--- config.mk ---
export PLATFORM = sky130hd
export DESIGN_NAME = acc_cpu_controller
export DESIGN_NICKNAME = d
export VERILOG_FILES = /design/src/rtl/acc_cpu_controller.sv
export SDC_FILE = /design/constraint.sdc
export NUM_CORES = 1
export LEC_CHECK = 0
export BUFFER_PORTS_ARGS = -buffer_cell sky130_fd_sc_hd__buf_2
export CORE_ASPECT_RATIO = 1.4
export CORE_UTILIZATION = 55
export CTS_BUF_LIST = sky130_fd_sc_hd__clkbuf_16
export CTS_CLUSTER_SIZE = 24
export DETAILED_ROUTE_END_ITERATION = 12
export GPL_TIMING_DRIVEN = 0
export PLACE_DENSITY = 0.93
export SYNTH_ARGS = -nofsm -noshare
export SYNTH_HDL_FRONTEND = slang
export SYNTH_SLANG_ARGS = --single-unit
--- constraint.sdc ---
create_clock -name clk -period 2.96 [get_ports clk]
set_clock_uncertainty 0.1 [all_clocks]
set_input_delay 0.444 -clock clk [delete_from_list [all_inputs] [get_ports clk]]
set_output_delay 0.444 -clock clk [all_outputs]
set_load 0.01 [all_outputs]
--- src/rtl/acc_cpu_controller.sv ---
// Multicycle Moore control unit for the 8-bit accumulator CPU: fetches a 2-byte
// instruction, sequences datapath strobes per opcode, flags HALT and counts retires.
module acc_cpu_controller #(
  parameter int STORE_CYCLES = 1,
  parameter int CNT_WIDTH    = 16
) (
  input  logic                 clk,
  input  logic                 rstN,
  input  logic [2:0]           toCU,
  input  logic                 zFlag,
  input  logic                 cFlag,
  output logic                 pcEn,
  output logic                 pcSrc,
  output logic                 selAddress,
  output logic                 mr,
  output logic                 mw,
  output logic                 LSEn,
  output logic                 RSEn,
  output logic                 DIEn,
  output logic                 wordRegEn,
  output logic                 dataRegEn,
  output logic                 resultRegEn,
  output logic [1:0]           selData,
  output logic [1:0]           selAddressAC,
  output logic [1:0]           aluOp,
  output logic                 enb,
  output logic                 CEn,
  output logic                 ZEn,
  output logic                 NEn,
  output logic                 halted,
  output logic [CNT_WIDTH-1:0] instrCount,
  output logic [3:0]           state_o
);

  localparam logic [2:0] OP_LDA = 3'b000;
  localparam logic [2:0] OP_STA = 3'b001;
  localparam logic [2:0] OP_ADD = 3'b010;
  localparam logic [2:0] OP_SUB = 3'b011;
  localparam logic [2:0] OP_AND = 3'b100;
  localparam logic [2:0] OP_JMP = 3'b101;
  localparam logic [2:0] OP_JZ  = 3'b110;
  localparam logic [2:0] OP_HLT = 3'b111;

  localparam logic [3:0] STORE_LAST = 4'(STORE_CYCLES - 1);

  typedef enum logic [3:0] {
    S_IF1, S_IF2, S_DEC, S_RD, S_EXE, S_WBW, S_WBR,
    S_ST1, S_ST2, S_JMP, S_JZ, S_HALT
  } state_t;

  state_t               state_q, state_d;
  logic [2:0]           op_q, op_d;
  logic [3:0]           store_cnt_q, store_cnt_d;
  logic [CNT_WIDTH-1:0] cnt_q, cnt_d;
  logic                 retire;

  // cFlag is reserved for a future conditional-carry jump.
  logic unused_cflag;
  assign unused_cflag = cFlag;

  always_ff @(posedge clk) begin
    if (!rstN) begin
      state_q     <= S_IF1;
      op_q        <= 3'b000;
      store_cnt_q <= 4'd0;
      cnt_q       <= '0;
    end else begin
      state_q     <= state_d;
      op_q        <= op_d;
      store_cnt_q <= store_cnt_d;
      cnt_q       <= cnt_d;
    end
  end

  always_comb begin
    state_d      = state_q;
    op_d         = op_q;
    store_cnt_d  = store_cnt_q;
    retire       = 1'b0;
    pcEn         = 1'b0;
    pcSrc        = 1'b0;
    selAddress   = 1'b0;
    mr           = 1'b0;
    mw           = 1'b0;
    LSEn         = 1'b0;
    RSEn         = 1'b0;
    DIEn         = 1'b0;
    wordRegEn    = 1'b0;
    dataRegEn    = 1'b0;
    resultRegEn  = 1'b0;
    selData      = 2'b00;
    selAddressAC = 2'b00;
    aluOp        = 2'b00;
    enb          = 1'b0;
    CEn          = 1'b0;
    ZEn          = 1'b0;
    NEn          = 1'b0;
    halted       = 1'b0;
    // Holding rstN low silences every strobe at once, so a reset mid-store stops mw immediately.
    if (rstN) begin
      case (state_q)
        S_IF1: begin
          mr      = 1'b1;
          LSEn    = 1'b1;
          pcEn    = 1'b1;
          op_d    = toCU;
          state_d = S_IF2;
        end
        S_IF2: begin
          mr      = 1'b1;
          RSEn    = 1'b1;
          DIEn    = 1'b1;
          pcEn    = 1'b1;
          state_d = S_DEC;
        end
        S_DEC: begin
          case (op_q)
            OP_STA:  state_d = S_ST1;
            OP_JMP:  state_d = S_JMP;
            OP_JZ:   state_d = S_JZ;
            OP_HLT: begin
              retire  = 1'b1;
              state_d = S_HALT;
            end
            default: state_d = S_RD;
          endcase
        end
        S_RD: begin
          selAddress = 1'b1;
          mr         = 1'b1;
          wordRegEn  = 1'b1;
          state_d    = (op_q == OP_LDA) ? S_WBW : S_EXE;
        end
        S_EXE: begin
          resultRegEn = 1'b1;
          CEn         = 1'b1;
          ZEn         = 1'b1;
          NEn         = 1'b1;
          case (op_q)
            OP_SUB:  aluOp = 2'b01;
            OP_AND:  aluOp = 2'b10;
            default: aluOp = 2'b00;
          endcase
          state_d = S_WBR;
        end
        S_WBW: begin
          enb     = 1'b1;
          retire  = 1'b1;
          state_d = S_IF1;
        end
        S_WBR: begin
          selData = 2'b01;
          enb     = 1'b1;
          retire  = 1'b1;
          state_d = S_IF1;
        end
        S_ST1: begin
          dataRegEn   = 1'b1;
          store_cnt_d = 4'd0;
          state_d     = S_ST2;
        end
        S_ST2: begin
          selAddress  = 1'b1;
          mw          = 1'b1;
          store_cnt_d = store_cnt_q + 4'd1;
          if (store_cnt_q == STORE_LAST) begin
            retire  = 1'b1;
            state_d = S_IF1;
          end
        end
        S_JMP: begin
          pcEn       = 1'b1;
          pcSrc      = 1'b1;
          selAddress = 1'b1;
          retire     = 1'b1;
          state_d    = S_IF1;
        end
        S_JZ: begin
          pcEn       = zFlag;
          pcSrc      = 1'b1;
          selAddress = 1'b1;
          retire     = 1'b1;
          state_d    = S_IF1;
        end
        S_HALT: begin
          halted = 1'b1;
        end
        default: state_d = S_IF1;
      endcase
    end
  end

  assign cnt_d      = retire ? cnt_q + CNT_WIDTH'(1) : cnt_q;
  assign instrCount = cnt_q;
  assign state_o    = state_q;

  // The opcode port is consumed only in IF1; OP_ADD and OP_AND fall into the RD default.
  logic [2:0] unused_ops;
  assign unused_ops = OP_ADD ^ OP_AND;

endmodule
==> flow_summary.json <==
{
  "syn-cell-area_um2": 1699,
  "fp-row-count": 23,
  "syn_area_per_cell_um2": 8.288,
  "die_w_um": 48.98,
  "power_frac_seq_pct": 33.4,
  "cp-start-kind": "flip-flop",
  "grt.busiest_layer": "met2",
  "use_met1_pct": 26.47,
  "p_sw_share_pct": 38.40,
  "gp_congestion": 0.8333,
  "root_buffer": "clkbuf_16",
  "ios": 49,
  "fin_ws_ns": 0.4722,
  "ys_seq_area_share_pct": 31.81,
  "cp-startpoint": "state_o[3]$_SDFFE_PN0P_",
  "slew_headroom_pct": 39.41,
  "netSwitchingPower_mw": 0.5044,
  "required_ns": 2.42,
  "rr_worst_depth": 7,
  "grt_max_degree": 15,
  "die-area_um2": 3319,
  "met2_usage_pct": 47.92,
  "peakVddDrop_v": 0.0005515,
  "first_pass_iters": 4,
  "synth_edf_count": 0,
  "areaGrowthSynthToFinish_pct": 20.77,
  "io_buffers": 44,
  "ys_ff_latch": 27,
  "worstMarginPinSlew_ns": 0.9005,
  "grt_pass1_wl_um": 6382,
  "cts_buffers": 3,
  "whs_endpoint": "op_q[1]$_SDFFE_PN0P_",
  "critical_path.endpoint_type": "output pin",
  "hold_viol_final": 0,
  "place_ws_ns": 0.7707,
  "cts-htree-levels": 1,
  "die_h_um": 67.77,
  "rr_startpoint": "store_cnt_q[0]$_SDFFE_PN0P_",
  "start_util_pct": 58.46,
  "critPathKind": "reg -> out",
  "comb_power_share_pct": 43.7,
  "intPower_mw": 0.8094,
  "critPathBufInv": 2,
  "cts.sinks": 27,
  "via_count": 1625,
  "hold_depth": 3,
  "rrSetupSlack_ns": 1.02,
  "cts_setup_buffers": 0,
  "use_met3_pct": 3.604,
  "final_util_pct": 70.60,
  "cts_tree": "yes",
  "ys_warn_count": 0,
  "grt_pass1_vias": 1451,
  "max_freq_mhz": 402.0,
  "drc": 0,
  "r2r-end": "instrCount[13]$_SDFFE_PN0P_",
  "diodes": 0,
  "clk_latency_ns": 0.26,
  "status": "finished, final reports clean",
  "viasPerCell": 5.565,
  "p_clk_share_pct": 22.9,
  "synthArstFlopShare_pct": 0,
  "antenna_left": 0,
  "core_region_area_um2": 2907,
  "regArea_um2": 540.5,
  "routed_wl_um": 3808,
  "layout-drive-gt1-share_pct": 27.84,
  "yosys.cell_types.count": 53,
  "p_per_area_nw_per_um2": 640.3,
  "nets": 266,
  "fin_crit_sh_pct": 84.05,
  "place_area_um2": 1973,
  "synth_ff_type": "dfxtp_1",
  "rsz0062_at_grt": "no",
  "grt_overflow": 0,
  "final_area_um2": 2052,
  "critPathMaxStageDelay_ns": 0.80,
  "min_from": "toCU[1]",
  "tns_ns": 0,
  "critPathMostFrequentCell": "buf_2",
  "initialDrtViolationCount": 44,
  "critPathArrivalTime_ns": 1.94,
  "crit_path_top_delay_cell": "nor4_1",
  "path_max_fanout": 10,
  "wire_per_inst_um": 13.04,
  "multi_input_area_um2": 1036,
  "cts_buffer_depth": 2,
  "fill_cells": 246,
  "gr-usage-all-layers_pct": 25.13,
  "layout_min_cycle_time_ns": 2.488,
  "antenna_found_initial": 0,
  "cap_violations": 0,
  "crit_family": "simple AND/OR/NAND/NOR gates",
  "drv_slew": 0,
  "netlist_instances": 205,
  "p_leak_nw": 0.9142,
  "setup_viol": 0,
  "clkTransAtPathRegs_ns": 0.06,
  "postCtsHoldBufs": 0,
  "post_cts_resized": 0,
  "place.detailed.hpwl_um": 2840,
  "cp_cell_sequence": "buf_2 -> nor4_1 -> and2_1 -> buf_2",
  "hold_path.class": "in -> reg"
}
==> cell families (layout without fill, tap and decap cells) <==
family / after synthesis / after routing / synth area share, %
adders and majority gates: 3 / 3 / 2.209
AOI/OAI and AO/OA: 37 / 37 / 17.16
and+or+nand+nor: 97 / 97 / 31.81
other: 1 / 3 / 0.2207
xor gates and xnor gates: 10 / 10 / 5.597
DFF: 27 / 27 / 31.81
buffers and inverters: 24 / 72 / 7.659
muxes: 6 / 6 / 3.535
==> layout make-up <==
cell class | instances | area share (%)
multi-input combinational | 156 | 50.49
sequential | 27 | 26.34
timing repair buffer | 44 | 10.73
buffer | 17 | 5.061
clock buffer | 3 | 3.659
tap | 37 | 2.256
inverter | 7 | 1.280
clock inverter | 1 | 0.1829
==> registers in the layout, summed over array words and instances (netlist names) <==
register / count
store_cnt_q: 4
op_q: 3
instrCount: 16
state_o: 4
==> through the flow <==
step | power [mW] | std cells | hold slack, ns
2_1_floorplan | 0.8718 | 207 | 0.3853
3_3_place_gp | 0.9921 | 288 | 0.3548
3_5_place_dp | 1.007 | 288 | 0.3646
4_1_cts | 1.315 | 292 | 0.3230
5_1_grt | 1.391 | 292 | 0.3647
6_report | 1.314 | 292 | 0.3236
==> Yosys cell counts, types with 2 or more instances <==
cell / n / area (µm²)
nor4_1: 2 / 12.51
ha_1: 3 / 37.54
or3_1: 3 / 18.77
buf_4: 8 / 60.06
and2_1: 4 / 25.02
nand3_1: 7 / 35.03
buf_2: 2 / 10.01
nor3b_1: 2 / 15.01
nor3_1: 9 / 45.04
dfxtp_1: 27 / 540.5
mux2i_1: 6 / 60.06
o21ai_0: 8 / 40.04
inv_1: 7 / 26.28
a21oi_1: 13 / 65.06
nand2b_1: 5 / 31.28
clkbuf_1: 5 / 18.77
nand2_1: 16 / 60.06
xor2_1: 2 / 17.52
and3_1: 6 / 37.54
a2111oi_4: 2 / 55.05
nor2_1: 23 / 86.33
nor2b_1: 7 / 43.79
xnor2_1: 7 / 61.31
or2_2: 2 / 12.51
==> worst max-delay path by stage <==
| stage | end | cells after the start |
|---|---|---|
| after global routing | LSEn | 4 |
| after CTS | LSEn | 4 |
| after detailed placement | LSEn | 4 |
| after global placement | LSEn | 4 |
| final | LSEn | 4 |
| after floorplan | RSEn | 5 |
==> layout by cell type, fill, tap and decap left out, drive strengths merged, types with 2 or more instances in the layout <==
| master | count |
|---|---|
| or3 | 4 |
| nor4 | 2 |
| and3 | 6 |
| dfxtp | 27 |
| ha | 3 |
| xnor2 | 7 |
| a211oi | 2 |
| xor2 | 3 |
| inv | 8 |
| nand2 | 16 |
| o21ai | 9 |
| or2 | 2 |
| conb | 3 |
| nor2 | 24 |
| clkbuf | 8 |
| nor2b | 7 |
| mux2i | 6 |
| buf | 56 |
| nor3b | 2 |
| a2111oi | 3 |
| and2 | 4 |
| nor4b | 2 |
| nor3 | 9 |
| nand2b | 5 |
| nand3 | 8 |
| a21oi | 13 |
==> worst register-to-register path, delay by kind of cell, from the launching register on <==
kind,cells,cell delay [ns]
AO/OA/AOI/OAI,3,0.69
adder cells (fa/ha/maj),1,0.14
buffers and inverters,1,0.07
flip-flops,1,0.35
AND/OR/NAND/NOR,2,0.43
==> per-layer routing <==
| metal | share of wire [%] | vias up |
|---|---|---|
| met3 | 4.5 | 9 |
| met5 | 0 | - |
| met2 | 53 | 57 |
| met1 | 40 | 752 |
| met4 | 2.4 | 0 |
| li1 | - | 807 |
==> power by group through the flow <==
stage | registers (mW) | logic (mW) | clock network, mW
after floorplan | 0.449 | 0.423 | 0
after global placement | 0.444 | 0.549 | 0
after detailed placement | 0.447 | 0.561 | 0
after CTS | 0.439 | 0.569 | 0.307
after global routing | 0.444 | 0.627 | 0.320
final | 0.439 | 0.574 | 0.301
(Power assumes the default switching activity.)
